`config.mk`:
```
export PLATFORM = sky130hd
export DESIGN_NAME = fma_issue_arbiter
export DESIGN_NICKNAME = d
export VERILOG_FILES = /design/src/rtl/fma_issue_arbiter_pkg.sv /design/src/rtl/fma_issue_arbiter_rr_arbiter.sv /design/src/rtl/fma_issue_arbiter.sv
export SDC_FILE = /design/constraint.sdc
export NUM_CORES = 1
export LEC_CHECK = 0
export ABC_AREA = 1
export BUFFER_PORTS_ARGS = -buffer_cell sky130_fd_sc_hd__buf_2
export CAP_MARGIN = 40
export CORE_AREA = 2 2 262 264
export DETAILED_ROUTE_END_ITERATION = 7
export DIE_AREA = 0 0 264 266
export SETUP_SLACK_MARGIN = 0.2
export SLEW_MARGIN = 20
export SYNTH_ARGS = -nofsm -noshare
export SYNTH_HDL_FRONTEND = slang
export SYNTH_SLANG_ARGS = --single-unit
```
`constraint.sdc`:
```
create_clock -name clk -period 8.15 [get_ports clk]
set_input_delay 1.63 -clock clk [delete_from_list [all_inputs] [get_ports clk]]
set_output_delay 1.63 -clock clk [all_outputs]
set_load 0.05 [all_outputs]
```
`src/rtl/fma_issue_arbiter_pkg.sv`:
```
// Shared definitions for the FMA issue arbiter slice.
// Holds the default datapath geometry, the op-bit encoding carried on
// req_op/fma_op and a ceiling-log2 helper used to size ID, pointer and
// credit fields.
package fma_issue_arbiter_pkg;

  localparam int unsigned EXP_WIDTH       = 8;
  localparam int unsigned SIG_WIDTH       = 23;
  localparam int unsigned DEF_DATA_WIDTH  = EXP_WIDTH + SIG_WIDTH + 1;
  localparam int unsigned DEF_FMA_LATENCY = 4;

  // Bit positions inside a 2-bit op field.
  localparam int unsigned NEG_PROD = 1;
  localparam int unsigned NEG_ADD  = 0;

  // Ceiling log2, never less than 1 so every derived field has a real bit.
  function automatic int unsigned clog2(input int unsigned n);
    int unsigned w;
    w = 1;
    for (int unsigned k = 1; k < 32; k++) begin
      if ((32'd1 << w) < n) w = w + 1;
    end
    return w;
  endfunction

endpackage

```
`src/rtl/fma_issue_arbiter_rr_arbiter.sv`:
```
// Round-robin arbiter.
// Ports:
//   clk, rst_n : clock, asynchronous active-low reset
//   eligible   : per-requester eligibility
//   grant      : one-hot grant (or zero), combinational
//   grantId    : index of the granted requester (0 when no grant)
// The search starts one past the last granted requester; the pointer only
// moves when something is granted.
module fma_issue_arbiter_rr_arbiter
  import fma_issue_arbiter_pkg::*;
#(
  parameter int unsigned NUM_REQ = 4
) (
  input  logic                      clk,
  input  logic                      rst_n,
  input  logic [NUM_REQ-1:0]        eligible,
  output logic [NUM_REQ-1:0]        grant,
  output logic [clog2(NUM_REQ)-1:0] grantId
);

  localparam int unsigned IDW = clog2(NUM_REQ);

  logic [IDW-1:0] rrPtr;
  logic [IDW-1:0] cand;
  logic           found;

  always_comb begin
    grant   = '0;
    grantId = '0;
    found   = 1'b0;
    cand    = '0;
    for (int unsigned k = 1; k <= NUM_REQ; k++) begin
      cand = IDW'((32'(rrPtr) + k) % NUM_REQ);
      if (!found && eligible[cand]) begin
        found       = 1'b1;
        grant[cand] = 1'b1;
        grantId     = cand;
      end
    end
  end

  always_ff @(posedge clk or negedge rst_n) begin
    if (!rst_n) begin
      rrPtr <= IDW'(NUM_REQ - 1);
    end else if (found) begin
      rrPtr <= grantId;
    end
  end

endmodule

```
`src/rtl/fma_issue_arbiter.sv`:
```
// Shares one fixed-latency FMA datapath among NUM_REQ requesters.
// Ports:
//   clk, rst_n              : clock, asynchronous active-low reset
//   req_valid/req_ready     : per-requester request handshake (ready one-hot)
//   req_a/b/c, req_op       : packed operands / op bits, requester i at slice i
//   fma_issue, fma_a/b/c/op : operands into the datapath (zero when idle)
//   fma_res_valid, fma_res  : datapath result, FMA_LATENCY cycles after issue
//   rsp_valid/rsp_ready     : per-requester response FIFO handshake
//   rsp_data                : packed FIFO heads
//   tag_err                 : sticky result/tag misalignment flag
// Each requester holds RSP_DEPTH credits; a credit is spent at issue and
// returned when its response is popped (or when its tag retires without a
// result), so a response FIFO can never be pushed while full.
module fma_issue_arbiter
  import fma_issue_arbiter_pkg::*;
#(
  parameter int unsigned NUM_REQ     = 4,
  parameter int unsigned DATA_WIDTH  = DEF_DATA_WIDTH,
  parameter int unsigned FMA_LATENCY = DEF_FMA_LATENCY,
  parameter int unsigned RSP_DEPTH   = 2
) (
  input  logic                          clk,
  input  logic                          rst_n,
  input  logic [NUM_REQ-1:0]            req_valid,
  output logic [NUM_REQ-1:0]            req_ready,
  input  logic [NUM_REQ*DATA_WIDTH-1:0] req_a,
  input  logic [NUM_REQ*DATA_WIDTH-1:0] req_b,
  input  logic [NUM_REQ*DATA_WIDTH-1:0] req_c,
  input  logic [NUM_REQ*2-1:0]          req_op,
  output logic                          fma_issue,
  output logic [DATA_WIDTH-1:0]         fma_a,
  output logic [DATA_WIDTH-1:0]         fma_b,
  output logic [DATA_WIDTH-1:0]         fma_c,
  output logic [1:0]                    fma_op,
  input  logic                          fma_res_valid,
  input  logic [DATA_WIDTH-1:0]         fma_res,
  output logic [NUM_REQ-1:0]            rsp_valid,
  input  logic [NUM_REQ-1:0]            rsp_ready,
  output logic [NUM_REQ*DATA_WIDTH-1:0] rsp_data,
  output logic                          tag_err
);

  localparam int unsigned IDW = clog2(NUM_REQ);
  localparam int unsigned CW  = clog2(RSP_DEPTH + 1);
  localparam int unsigned PW  = clog2(RSP_DEPTH);

  logic [NUM_REQ-1:0]                eligible;
  logic [NUM_REQ-1:0]                grant;
  logic [IDW-1:0]                    grantId;
  logic [FMA_LATENCY-1:0]            tagValid;
  logic [FMA_LATENCY-1:0][IDW-1:0]   tagId;
  logic                              tagValidLast;
  logic [IDW-1:0]                    tagIdLast;

  fma_issue_arbiter_rr_arbiter #(
    .NUM_REQ(NUM_REQ)
  ) uArb (
    .clk     (clk),
    .rst_n   (rst_n),
    .eligible(eligible),
    .grant   (grant),
    .grantId (grantId)
  );

  assign req_ready = grant;
  assign fma_issue = |grant;

  always_comb begin
    fma_a  = '0;
    fma_b  = '0;
    fma_c  = '0;
    fma_op = '0;
    for (int unsigned i = 0; i < NUM_REQ; i++) begin
      if (grant[i]) begin
        fma_a            = req_a[i*DATA_WIDTH +: DATA_WIDTH];
        fma_b            = req_b[i*DATA_WIDTH +: DATA_WIDTH];
        fma_c            = req_c[i*DATA_WIDTH +: DATA_WIDTH];
        fma_op[NEG_PROD] = req_op[i*2 + NEG_PROD];
        fma_op[NEG_ADD]  = req_op[i*2 + NEG_ADD];
      end
    end
  end

  // Requester ID travels alongside the datapath; no stall, shifts every cycle.
  always_ff @(posedge clk or negedge rst_n) begin
    if (!rst_n) begin
      tagValid <= '0;
      tagId    <= '0;
    end else begin
      tagValid[0] <= fma_issue;
      tagId[0]    <= grantId;
      for (int unsigned s = 1; s < FMA_LATENCY; s++) begin
        tagValid[s] <= tagValid[s-1];
        tagId[s]    <= tagId[s-1];
      end
    end
  end

  assign tagValidLast = tagValid[FMA_LATENCY-1];
  assign tagIdLast    = tagId[FMA_LATENCY-1];

  always_ff @(posedge clk or negedge rst_n) begin
    if (!rst_n) begin
      tag_err <= 1'b0;
    end else if (fma_res_valid != tagValidLast) begin
      tag_err <= 1'b1;
    end
  end

  for (genvar i = 0; i < NUM_REQ; i++) begin : gReq
    logic [DATA_WIDTH-1:0] mem [RSP_DEPTH];
    logic [PW-1:0]         wrPtr;
    logic [PW-1:0]         rdPtr;
    logic [CW-1:0]         count;
    logic [CW-1:0]         credit;
    logic                  tagMine;
    logic                  push;
    logic                  pop;
    logic                  retire;
    logic                  take;

    assign tagMine = tagValidLast & (tagIdLast == IDW'(i));
    assign push    = fma_res_valid & tagMine;
    // A tag that retires with no result still owes its requester the credit.
    assign retire  = ~fma_res_valid & tagMine;
    assign pop     = rsp_valid[i] & rsp_ready[i];
    assign take    = grant[i];

    // Gated by rst_n so req_ready reads zero while reset is held.
    assign eligible[i]  = req_valid[i] & (credit != '0) & rst_n;
    assign rsp_valid[i] = (count != '0);
    assign rsp_data[i*DATA_WIDTH +: DATA_WIDTH] = mem[rdPtr];

    always_ff @(posedge clk or negedge rst_n) begin
      if (!rst_n) begin
        wrPtr  <= '0;
        rdPtr  <= '0;
        count  <= '0;
        credit <= CW'(RSP_DEPTH);
        for (int unsigned e = 0; e < RSP_DEPTH; e++) mem[e] <= '0;
      end else begin
        if (push) begin
          mem[wrPtr] <= fma_res;
          wrPtr      <= (wrPtr == PW'(RSP_DEPTH - 1)) ? '0 : wrPtr + 1'b1;
        end
        if (pop) begin
          rdPtr <= (rdPtr == PW'(RSP_DEPTH - 1)) ? '0 : rdPtr + 1'b1;
        end
        case ({push, pop})
          2'b10:   count <= count + 1'b1;
          2'b01:   count <= count - 1'b1;
          default: count <= count;
        endcase
        credit <= credit + CW'(pop) + CW'(retire) - CW'(take);
      end
    end

    assert property (@(posedge clk) disable iff (!rst_n) credit <= CW'(RSP_DEPTH));
    assert property (@(posedge clk) disable iff (!rst_n) !(take && credit == '0));
    assert property (@(posedge clk) disable iff (!rst_n)
      (32'(credit) + 32'(pop) + 32'(retire)) <= (RSP_DEPTH + 32'(take)));
    assert property (@(posedge clk) disable iff (!rst_n)
      !(push && !pop && count == CW'(RSP_DEPTH)));
  end

endmodule

```
==> run metrics, run 1 <==
Cells after Synth 2361; Clock Path Buffers 3; Core Region 67700 um^2; Post-synth top flop dfrtp_1; vias per inst 4.64; vias in the first global route 16603; 1st-iter DRT viols 1364; min-delay worst type reg -> reg; setup TNS 0 ps; final hold vios 0; Clock Latency Late Sink 580 ps; async set-reset flop share out of synthesis 1.00; unrepaired setup endpoints after global routing false; Avg Inst Size Synth 6.95 um^2; Yosys top cell area share 0.441; leading area contributor after synthesis dfrtp_1; final setup vio count 0; period utilization 0.805; Resized cells post-CTS 0; CTS tree done; Synthesized Nets 2815; ANT nets after route 0; CP Launch Type input port; fmax 0.152 GHz; row cnt 96; area of the die 70200 um^2; largest net degree at the start of global routing 159; fin nets 3394; cells along the critical path buf_8 > nand2_1 > inv_1 > nand3_1 > nand3_1 > nand2_2 > nand3_1 > nor2_2 > nand2_1 > nand3_4 > buf_12 > a21oi_1 > nand2_1 > nand2_1 > buf_2; share of post-route cells with drive strength above 1 0.266; cts hold-fix bufs 0; number of synthesized flops with an enable pin 0; Max Slew Vio Count 0; Worst EP required 6520 ps; Max FO, Critical Path 76; port bufs 670; routed vias 17904; Placer Congestion 1.04; Crit-path slowest cell nand3_4; Layout area overhead 32.3%; CTS Buf Count 31; register bit total from synthesis 295; total wire length 78600 um; antenna violations before repair 26; post-layout min period 6560 ps; CP delay by family, top simple AND/OR/NAND/NOR gates; Die W 264 um; Max Cap Viol 0; postcts setup bufs 0; Bufs and invs on worst path 4; synthesized area 16400 um^2; top cells by area, synth dfrtp_1 (44%), nand2_1 (25%), o21ai_0 (8.1%); Initial Util 0.242; worst-margin pin slew 914 ps; Slew HR 0.391; hpwl dp 60800 um; drt drc 0; multi-input logic area 7730 um^2; Most Crowded Layer GR met2; CP dominant cell by count nand2_1; global-route wire length before repair 113000 um; grt met2 use 0.364; Post-synth top cells nand2_1 (1077), dfrtp_1 (289), o21ai_0 (264); GR Overflow Total 0; worst endpoint data arrival time 4930 ps; clock-pin slew on the worst setup and hold paths 60 ps; Worst setup EP type output pin; run status finished clean; sequential area share after synthesis 0.451; FF/Latch Area 7390 um^2; Tot GR Track Use 0.215; yosys warns 0; Setup Skew 20.0 ps; WL/cell 20.4 um; clk root buf clkbuf_16; Crit Path Class in -> out; Ports 671; Cell variety after synth 34; H-tree depth 1; top-count cell post-synth nand2_1; Num Clock Sinks 295; Detailed Routing Iterations Pass 1 5; met1 Usage GRT 0.282; Die Span Y 266 um; max incr delay on CP 520 ps; FILL cells 7581; GRT met3 Usage 0.0424
[placed cells by master, fill, tap and decap left out, types with 15 or more instances in the layout]
master,n
dfrtp_1,289
buf_4,24
a21oi_1,201
o21ai_0,264
inv_1,159
clkbuf_16,31
ha_1,15
nand2_1,1076
buf_2,669
nand3_1,116
[path summary, 6_finish.rpt]
path | start | to | slack [ps] | cells after the start
worst max-delay path | rst_n | fma_c[28] | 1590 | 15
worst min-delay path | tagId[1]$_DFF_PN0_ | tagId[3]$_DFF_PN0_ | 350 | 0
worst max register to register | uArb.rrPtr[0]$_DFFE_PN1P_ | gReq[3].credit[1]$_DFF_PN1_ | 4270 | 13
worst min register to register | tagId[1]$_DFF_PN0_ | tagId[3]$_DFF_PN0_ | 350 | 0
max in group asynchronous | rst_n | gReq[1].mem[33]$_DFFE_PN0P_ | 5180 | 4
min in group asynchronous | rst_n | gReq[0].mem[51]$_DFFE_PN0P_ | 1000 | 1
[per-layer routing]
metal	part of all wire	up-vias
met3	0.073	108
met1	0.42	8445
met2	0.48	710
met5	0.0011	-
li1	-	8627
met4	0.025	14
[final cells by class]
cell class,count,share of cell area
multi-input combinational,1741,0.356
sequential,295,0.341
timing repair buffer,701,0.170
tap,882,0.0509
clock buffer,40,0.0396
inverter,170,0.0295
clock inverter,18,0.0113
antenna,12,0.00138
[sequential cells by signal (all words and copies together), names as in the netlist]
register / flops
gReq.mem: 256
gReq.count: 8
gReq.credit: 8
tagId: 6
gReq.rdPtr: 4
gReq.wrPtr: 4
tagValid: 4
tagIdLast: 2
uArb.rrPtr: 2
tag_err: 1
[cells by family after synthesis]
family,Yosys count,synth area share
adders and majority gates,19,0.0163
DFF,295,0.451
and+or+nand+nor,1232,0.297
buffers and inverters,325,0.0810
xor gates and xnor gates,20,0.0107
AOI/OAI and AO/OA,470,0.145
[metrics by stage]
stage | hold WS [ps] | util | instances | instance area [um^2] | setup WS [ps]
floorplan | 331 | - | 2361 | 16400 | 3040
global placement | 332 | 0.302 | 3785 | 20500 | 1420
detailed placement | 335 | 0.303 | 3789 | 20600 | 1450
CTS | 346 | 0.320 | 3847 | 21700 | 1440
global route | 355 | 0.320 | 3855 | 21700 | 1180
finish | 348 | 0.320 | 3859 | 21700 | 1590
Power of run 1 is left out: the tool's default activity adds up to more than one toggle a clock period on the data nets, which glitch-free logic cannot reach.
==> inputs of run 2 (changes only) <==
--- a/config.mk
+++ b/config.mk
@@ -5,12 +5,12 @@
 export SDC_FILE = /design/constraint.sdc
 export NUM_CORES = 1
 export LEC_CHECK = 0
-export ABC_AREA = 1
+export ABC_AREA = 0
 export BUFFER_PORTS_ARGS = -buffer_cell sky130_fd_sc_hd__buf_2
 export CAP_MARGIN = 40
-export CORE_AREA = 2 2 262 264
+export CORE_AREA = 2 2 263 265
 export DETAILED_ROUTE_END_ITERATION = 7
-export DIE_AREA = 0 0 264 266
+export DIE_AREA = 0 0 265 267
 export SETUP_SLACK_MARGIN = 0.2
 export SLEW_MARGIN = 20
 export SYNTH_ARGS = -nofsm -noshare
==> constraint.sdc (replaced) <==
create_clock -name clk -period 6.4 [get_ports clk]
set_input_delay 1.28 -clock clk [delete_from_list [all_inputs] [get_ports clk]]
set_output_delay 1.28 -clock clk [all_outputs]
set_load 0.05 [all_outputs]
==> run metrics, run 2 <==
worst setup path start uArb.rrPtr[0]$_DFFE_PN1P_; post-layout min period 5960 ps; ANT nets after route 0 (unchanged); Core Region 68000 um^2 (+0.35%); worst r2r src uArb.rrPtr[0]$_DFFE_PN1P_; Reg2Reg Setup Slack 2010 ps (-2260 ps); switching pwr 5.25 mW; hpwl dp 61500 um (+1.2%); Post-Place Cells 2823 (-25%); FILL cells 6873 (-9.3%); Layout area overhead 38.4%; Worst EP required 5120 ps (-1400 ps); 1st-iter DRT viols 883 (-35%); most common cell after layout, fill and taps aside buf_2; Power Density 470 nW/um^2; fin nets 2425 (-29%); Layout Cells excl Fill 2889 (-25%); Avg Inst Size Synth 12.2 um^2 (+76%); worst IR drop on VDD 281 uV; routed vias 14553 (-19%); async set-reset flop share out of synthesis 1.00 (unchanged); Yosys top cell area share 0.440 (-0.00141); Slew HR 0.279 (-0.111); Clock Path Buffers 3 (unchanged); clock share of power 0.146; Post-synth top cells mux2_2 (384), dfrtp_1 (289), o2bb2ai_1 (99); R2R depth 13 (unchanged); postcts setup bufs 0 (unchanged); vias per inst 5.04 (+8.6%); Cell variety after synth 48 (+41%); antenna violations before repair 28 (+7.7%); flip-flop count of the largest register after layout 256 (unchanged); Die W 265 um (+0.38%); synthesized area 16500 um^2 (+0.32%); top cells by area, synth dfrtp_1 (44%), mux2_2 (26%), o2bb2ai_1 (5.3%); fmax 0.168 GHz; CTS tree done; Synthesized Nets 1797 (-36%); worst-margin pin slew 1080 ps (+167 ps); drt drc 0 (unchanged); Setup Skew 11.9 ps (-8.10 ps); Max Cap Viol 0 (unchanged); Resized cells post-CTS 0 (unchanged); final hold vios 0 (unchanged); port bufs 670 (unchanged); Largest regs gReq.mem (256), gReq.count (8), gReq.credit (8); min-delay worst type reg -> reg; Initial Util 0.242 (about the same); final setup vio count 0 (unchanged); hold depth 0 (unchanged); Max FO, Critical Path 35 (-54%); top-count cell post-synth mux2_2; commonest non-fill, non-tap cells in the layout buf_2 (616), mux2_2 (384), dfrtp_1 (285); Cells after Synth 1343 (-43%); Hold Path End tagIdLast[1]$_DFF_PN0_; switch share 0.490; Biggest register gReq.mem; Detailed Routing Iterations Pass 1 5 (unchanged); leading area contributor after synthesis dfrtp_1; Clock Latency Late Sink 540 ps (-40 ps); area of the die 70800 um^2 (+0.76%); Seq pwr share 0.239; Die Span Y 267 um (+0.38%); period utilization 0.931; setup TNS 0 ps (unchanged); largest net degree at the start of global routing 185 (+16%); number of synthesized flops with an enable pin 0 (unchanged); Worst setup EP type output pin; grt met2 use 0.363 (-0.000741); Placer Congestion 1.06 (+2.5%); Num Clock Sinks 295 (unchanged); row cnt 96 (unchanged); clock-pin slew on the worst setup and hold paths 60 ps (about the same); met1 Usage GRT 0.258 (-0.0240); sequential area share after synthesis 0.449 (-0.00144); Ports 671 (unchanged); share of post-route cells with drive strength above 1 0.602 (+0.335); Pint 5.46 mW; GRT met3 Usage 0.0478 (+0.00537); vias in the first global route 15222 (-8.3%); combinational power share 0.615; register bit total from synthesis 295 (unchanged); CP Launch Type flop; Crit Path Class reg -> out; worst endpoint data arrival time 4680 ps (-250 ps); cts hold-fix bufs 0 (unchanged); CTS Buf Count 27 (-13%); Tot GR Track Use 0.213 (-0.00245); Post-synth top flop dfrtp_1; Max Slew Vio Count 0 (unchanged); GR Overflow Total 0 (unchanged); Most Crowded Layer GR met2; H-tree depth 1 (unchanged); total wire length 78400 um (-0.21%); global-route wire length before repair 110000 um (-2.7%); Hold Startpoint tagId[5]$_DFF_PN0_; clk root buf clkbuf_16; yosys warns 0 (unchanged); r2r endpoint gReq[3].credit[1]$_DFF_PN1_; leak pwr 11.0 nW; WL/cell 27.2 um (+33%); unrepaired setup endpoints after global routing false; run status finished clean
[run 2: cell types whose count changed in the layout (fill, tap and decap cells not counted), moves of 11 or more]
cell       previous run  this run
buf_2               669       616
nand3_1             116         3
a311oi_1              0        87
buf_12                5        67
buf_4                24        39
xnor2_1              13        25
a21oi_1             201         4
a311oi_2              0        11
a21boi_0              0        96
inv_1               159        10
nand2_1            1076         9
o2bb2ai_1             0        98
o21ai_0             264        98
mux2_2                0       384
[run 2: area by class of cell]
type / instances / area [um^2] / share of cell area
flip-flops and latches: 295 / 7390 / 0.325
multi-input cells: 908 / 8550 / 0.375
well taps: 882 / 1100 / 0.0485
clock buffers: 40 / 764 / 0.0336
diodes: 16 / 40.0 / 0.00176
repair buffers: 725 / 4790 / 0.210
clock inverters: 9 / 78.8 / 0.00346
inverters: 14 / 57.6 / 0.00253
[run 2: cell families after synthesis]
group / Yosys count / share of synthesized area
AOI/OAI and AO/OA: 419 / 0.195
xor gates and xnor gates: 29 / 0.0154
adders and majority gates: 19 / 0.0163
buffers and inverters: 140 / 0.0364
DFF: 295 / 0.449
muxes: 390 / 0.271
and+or+nand+nor: 51 / 0.0163
[run 2: worst max path at each step]
stage	end	depth (start not counted)
6_report	fma_c[27]	11
5_1_grt	fma_b[12]	10
4_1_cts	fma_b[12]	10
3_5_place_dp	fma_b[12]	10
3_3_place_gp	fma_b[12]	10
2_1_floorplan	fma_a[24]	10
[run 2: layer usage]
| layer | wire, um | part of all wire |
|---|---|---|
| met4 | 3020 | 0.038 |
| met5 | 27 | 0.00034 |
| met2 | 38500 | 0.49 |
| met1 | 31000 | 0.39 |
| met3 | 5920 | 0.075 |
[run 2: worst max-delay path: stages, from the launching register on]
cell and delay [ps]:
dfstp_2 730, inv_2 180, ha_1 400, mux4_2 460, nor4_4 490, nand2_4 270
and2_4 410, buf_4 290, a311oi_1 280, o2bb2ai_1 230, buf_4 210, buf_12 140
[run 2: per-stage QoR]
stage          instance area, um^2  hold WS (ps)  power [mW]   util  worst slack [ps]
2_1_floorplan                16500           331        6.63      -               855
3_3_place_gp                 21700           335        9.13  0.320               425
3_5_place_dp                 21900           335        9.21  0.322               432
4_1_cts                      22700           348        10.8  0.334               249
5_1_grt                      22800           355        11.2  0.335               208
6_report                     22800           346        10.7  0.335               441
[run 2: power by group through the flow]
stage	Clock, mW	Combinational (mW)	Sequential [mW]
3_3_place_gp	0	6.50	2.63
3_5_place_dp	0	6.62	2.59
2_1_floorplan	0	4.15	2.48
6_report	1.57	6.59	2.56
5_1_grt	1.68	6.89	2.61
4_1_cts	1.61	6.66	2.56
Note: power is estimated with default switching activity, not from simulation.
